[src/rtl/aho_table_writer.sv]
// Aho-Corasick table loader: sweeps every slot to an invalid marker,
// then writes goto/failure entries in arrival order.
module aho_table_writer #(
  parameter int          DEPTH         = 32,
  parameter int          AW            = 5,
  parameter logic [7:0]  INVALID_STATE = 8'hFF
) (
  input  logic          CLK,
  input  logic          RST,
  input  logic          START,
  input  logic          IN_VALID,
  output logic          IN_READY,
  input  logic [7:0]    IN_CUR,
  input  logic [3:0]    IN_CHARA,
  input  logic [7:0]    IN_NEXT,
  input  logic [7:0]    IN_FAIL,
  input  logic          IN_LAST,
  output logic          WE,
  output logic [AW-1:0] WADDR,
  output logic [7:0]    WD_CUR,
  output logic [3:0]    WD_CHARA,
  output logic [7:0]    WD_NEXT,
  output logic [7:0]    WD_FAIL,
  output logic [AW:0]   COUNT,
  output logic          BUSY,
  output logic          DONE,
  output logic          TABLE_VALID,
  output logic          ERR_FULL
);

  typedef enum logic [1:0] {
    IDLE,
    CLEAR,
    LOAD,
    FIN
  } state_t;

  localparam logic [AW:0]   FULL      = (AW+1)'(DEPTH);
  localparam logic [AW-1:0] LAST_ADDR = AW'(DEPTH-1);

  state_t        state;
  state_t        state_n;
  logic [AW-1:0] clr_cnt;
  logic [AW:0]   count;
  logic          go;
  logic          sweep_we;
  logic          hs;
  logic          ovf;

  assign go       = (state == IDLE) && START;
  assign sweep_we = (state == CLEAR) && (clr_cnt != LAST_ADDR);
  assign IN_READY = (state == LOAD) && (count < FULL);
  assign hs       = IN_VALID && IN_READY;
  assign ovf      = (state == LOAD) && (count == FULL) && IN_VALID;

  assign COUNT = count;
  assign BUSY  = (state != IDLE);
  assign DONE  = (state == FIN);

  always_ff @(posedge CLK or negedge RST) begin
    if (!RST) begin
      state <= IDLE;
    end else begin
      state <= state_n;
    end
  end

  always_comb begin
    state_n = state;
    unique case (state)
      IDLE:    if (START) state_n = CLEAR;
      CLEAR:   if (clr_cnt == LAST_ADDR) state_n = LOAD;
      LOAD:    if ((hs && IN_LAST) || ovf) state_n = FIN;
      FIN:     state_n = IDLE;
      default: state_n = IDLE;
    endcase
  end

  // Slot 0 is written off the START edge so the sweep ends
  // exactly DEPTH cycles later.
  always_ff @(posedge CLK or negedge RST) begin
    if (!RST) begin
      WE       <= 1'b0;
      WADDR    <= '0;
      WD_CUR   <= '0;
      WD_CHARA <= '0;
      WD_NEXT  <= '0;
      WD_FAIL  <= '0;
    end else begin
      WE <= 1'b0;
      unique case (1'b1)
        go: begin
          WE       <= 1'b1;
          WADDR    <= '0;
          WD_CUR   <= INVALID_STATE;
          WD_CHARA <= '0;
          WD_NEXT  <= '0;
          WD_FAIL  <= '0;
        end
        sweep_we: begin
          WE       <= 1'b1;
          WADDR    <= clr_cnt + 1'b1;
          WD_CUR   <= INVALID_STATE;
          WD_CHARA <= '0;
          WD_NEXT  <= '0;
          WD_FAIL  <= '0;
        end
        hs: begin
          WE       <= 1'b1;
          WADDR    <= count[AW-1:0];
          WD_CUR   <= IN_CUR;
          WD_CHARA <= IN_CHARA;
          WD_NEXT  <= IN_NEXT;
          WD_FAIL  <= IN_FAIL;
        end
        default: ;
      endcase
    end
  end

  always_ff @(posedge CLK or negedge RST) begin
    if (!RST) begin
      clr_cnt     <= '0;
      count       <= '0;
      TABLE_VALID <= 1'b0;
      ERR_FULL    <= 1'b0;
    end else begin
      if (go) begin
        clr_cnt     <= '0;
        count       <= '0;
        TABLE_VALID <= 1'b0;
        ERR_FULL    <= 1'b0;
      end
      if (state == CLEAR) clr_cnt <= clr_cnt + 1'b1;
      if (hs) count <= count + 1'b1;
      if (hs && IN_LAST) ERR_FULL <= 1'b0;
      if (ovf) ERR_FULL <= 1'b1;
      if ((state == FIN) && !ERR_FULL) TABLE_VALID <= 1'b1;
    end
  end

endmodule

[config.mk]
export PLATFORM = sky130hd
export DESIGN_NAME = aho_table_writer
export DESIGN_NICKNAME = d
export VERILOG_FILES = /design/src/rtl/aho_table_writer.sv
export SDC_FILE = /design/constraint.sdc
export NUM_CORES = 1
export LEC_CHECK = 0
export BUFFER_PORTS_ARGS = -buffer_cell sky130_fd_sc_hd__buf_2
export CAP_MARGIN = 20
export CORE_ASPECT_RATIO = 1.1
export CORE_MARGIN = 1.5
export CORE_UTILIZATION = 35
export CTS_BUF_LIST = sky130_fd_sc_hd__clkbuf_2
export CTS_CLUSTER_SIZE = 8
export DETAILED_ROUTE_END_ITERATION = 7
export PLACE_DENSITY = 0.6
export SLEW_MARGIN = 20
export SYNTH_ARGS = -nofsm -noshare
export SYNTH_HDL_FRONTEND = slang
export SYNTH_SLANG_ARGS = --single-unit
export TNS_END_PERCENT = 50
[constraint.sdc]
create_clock -name CLK -period 2.35 [get_ports CLK]
set_input_delay 0.47 -clock CLK [delete_from_list [all_inputs] [get_ports CLK]]
set_output_delay 0.47 -clock CLK [all_outputs]
set_load 0.03 [all_outputs]
==> flow_metrics.py <==
metrics = {
    "synthesis": {
        "netlist_instances": 177,
        "synth_top_flop_cell": "dfrtp_1",
        "synth_nets": 218,
        "yosys_warnings": 0,
        "seq_area_frac_synth": 0.568,
        "ys_types": 36,
        "yosys.area.top_type_share": 0.568,
        "synth.largest_area_cell": "dfrtp_1",
        "synth_edf_count": 0,
        "yosys_register_bits": 49,
        "avgSynthCellArea_um2": 12.2,
        "synth_area_um2": 2160,
        "async_flop_share": 1.00,
        "synth.area.top_cells": "dfrtp_1 (57%), a22o_1 (8.1%), ha_1 (4.6%), o22a_1 (3.2%), nand2_1 (3.0%)",
    },
    "worst_setup_path": {
        "crit_top_cell": "inv_1",
        "critical_path_depth": 5,
        "crit_type": "flop to primary output",
        "startpoint_type": "flop",
        "crit_arrival_ns": 1.64,
        "cp_data_required_time_ns": 1.88,
        "cp_cell_sequence": "inv_1 > ha_1 > inv_1 > nor2_1 > buf_2",
        "worstSetupEndpointType": "primary output",
        "critPathBufInv": 3,
        "r2r_setup_slack_ns": 0.36,
        "crit_family": "flip-flops",
        "cp_max_fo": 5,
        "max_stage_delay_ns": 0.48,
        "crit_slowest_cell": "dfrtp_1",
        "reg2reg_depth": 7,
    },
    "route": {
        "antenna_left": 0,
        "vias": 1670,
        "drt_first_iter_violations": 49,
        "wl_per_cell_um": 14.1,
        "finalWirelength_mm": 4.71,
        "firstDrtPassIters": 4,
        "drc": 0,
        "post_drt_via_cell_ratio": 5.00,
    },
    "floorplan": {
        "rows": 29,
        "ios": 78,
        "die_h_um": 85.4,
        "coreArea_um2": 5880,
        "die_area_um2": 6650,
        "die_w_um": 77.9,
        "start_util": 0.367,
    },
    "finish": {
        "final_cells": 334,
        "mostFrequentLayoutCells": "buf_2 (77), dfrtp_1 (49), a22o_1 (20)",
        "mostFrequentLayoutCell": "buf_2",
        "drive_above_1_share": 0.370,
        "fin_util": 0.460,
        "syn_to_final_growth_pct": 25.1,
        "nets": 297,
        "diodes": 0,
    },
    "clocking": {
        "cts_buffers": 5,
        "clock_path_buffers": 2,
        "clock-root-buffer": "clkbuf_2",
        "clock_latency_ns": 0.43,
        "cts_tree": "done",
        "htree_levels": 2,
        "cts_setup_buffers": 0,
        "clk_pin_slew_ns": 0.26,
        "clkSinkCount": 49,
    },
    "placement": {
        "placed_cells": 325,
        "dp_hpwl_mm": 3.53,
        "gp_congestion": 0.818,
        "portBuffers": 77,
    },
    "pwr": {
        "p_leak_nw": 1.39,
        "ir_drop_uv": 713,
        "power.density_nw_per_um2": 1460,
    },
    "sta": {
        "fin_worst_skew_ns": 0.0260,
        "hold_viol": 0,
        "slew_headroom": 0.617,
        "rsz0062_at_grt": "no",
        "slew_viol_final": 0,
        "tns_ns": 0,
        "worstMarginPinSlew_ns": 0.575,
        "max_freq_ghz": 0.474,
        "period_needed_ns": 2.11,
        "setup-violations-final": 0,
        "post-route-period-util": 0.897,
    },
    "global_routing": {
        "grt.total_usage": 0.148,
        "grt_antenna_before_repair": 0,
        "grt_max_degree": 27,
        "grt_pass1_vias": 1631,
        "gr-total-overflow": 0,
        "grt_first_pass_wirelength_mm": 7.78,
    },
    "run": {
        "drv_cap": 0,
    },
    "outcome": {
        "outcome": "completed",
    },
    "hold_path": {
        "hold_class": "input port to flop",
        "hold_depth": 2,
    },
}
-- path summary, 6_finish.rpt --
check                               to  startpoint
hold / removal              WD_NEXT[1]  IN_NEXT[1]
max in group asynchronous  WD_CHARA[2]         RST
setup reg to reg             WD_CUR[5]  clr_cnt[0]
min in group asynchronous   clr_cnt[4]         RST
setup / recovery              IN_READY    state[0]
hold reg to reg            TABLE_VALID    ERR_FULL
-- repair_timing --
| item | CTS | global route |
|---|---|---|
| hold buffers | 1 | 0 |
| hold endpoints to repair | 7 | 0 |
| resized for setup | 0 | 0 |
-- routing by layer --
layer  vias to the layer above  global-route usage  wire length (um)
met2                        63               0.237              2290
met4                         0              0.0617                81
met5                         -                   0                 0
li1                        797                   -                 -
met3                         6              0.0355               278
met1                       804               0.193              2060
-- sequential cells by signal, indices dropped and copies added, names as in the netlist, 2 cells and up --
name / flops
WD_CUR: 8
WD_FAIL: 8
WD_NEXT: 8
COUNT: 6
WADDR: 5
clr_cnt: 5
WD_CHARA: 4
state: 2
-- cells by family (layout without fill, tap and decap cells) --
kind of cell / after synthesis / in the layout / share of synthesized area
AOI/OAI and AO/OA: 48 / 48 / 0.177
xor gates and xnor gates: 3 / 3 / 0.0122
adders and majority gates: 8 / 8 / 0.0464
buffers and inverters: 20 / 100 / 0.0585
DFF: 49 / 49 / 0.568
muxes: 6 / 6 / 0.0278
and+or+nand+nor: 43 / 43 / 0.110
-- layout make-up --
type	instances	area [um2]
clock buffer	5	25.0
inverter	9	33.8
fill	602	3180
timing repair buffer	83	445
multi-input combinational	108	807
clock inverter	3	68.8
sequential	49	1230
tap	77	96.3
-- Yosys cell counts, drive strengths merged, types with 2 or more instances --
master,number
a211oi,2
a22o,20
a22oi,2
and3,3
and3b,2
buf,10
dfrtp,49
ha,8
inv,9
mux2i,6
nand2,17
nand2b,2
nand3,9
nand3b,2
nand4,2
nor2,2
o211ai,2
o21ai,8
o22a,8
xor2,3
-- through the flow --
step	instance area, um2	worst slack [ns]	hold slack, ns	power, W
after global routing	2700	0.0773	0.184	0.00421
after detailed placement	2600	0.383	0.476	0.00342
final	2700	0.242	0.236	0.00394
after global placement	2600	0.478	0.460	0.00341
after CTS	2700	0.222	0.212	0.00399
after floorplan	2160	0.451	0.174	0.00295
-- power breakdown --
part / switching, W / internal [W] / total, W
combinational: 0.00132 / 0.000652 / 0.00197
sequential: 0.000232 / 0.00118 / 0.00141
clock: 0.000271 / 0.000290 / 0.000562
-- worst register-to-register path: cells and delay by family (launching register included) --
kind	cells	cell delay, ns
AOI/OAI and AO/OA	1	0.20
adders and majority gates	2	0.39
buffers and inverters	1	0.14
and+or+nand+nor	3	0.70
DFF	1	0.46
Note: power is estimated with default switching activity, not from simulation.
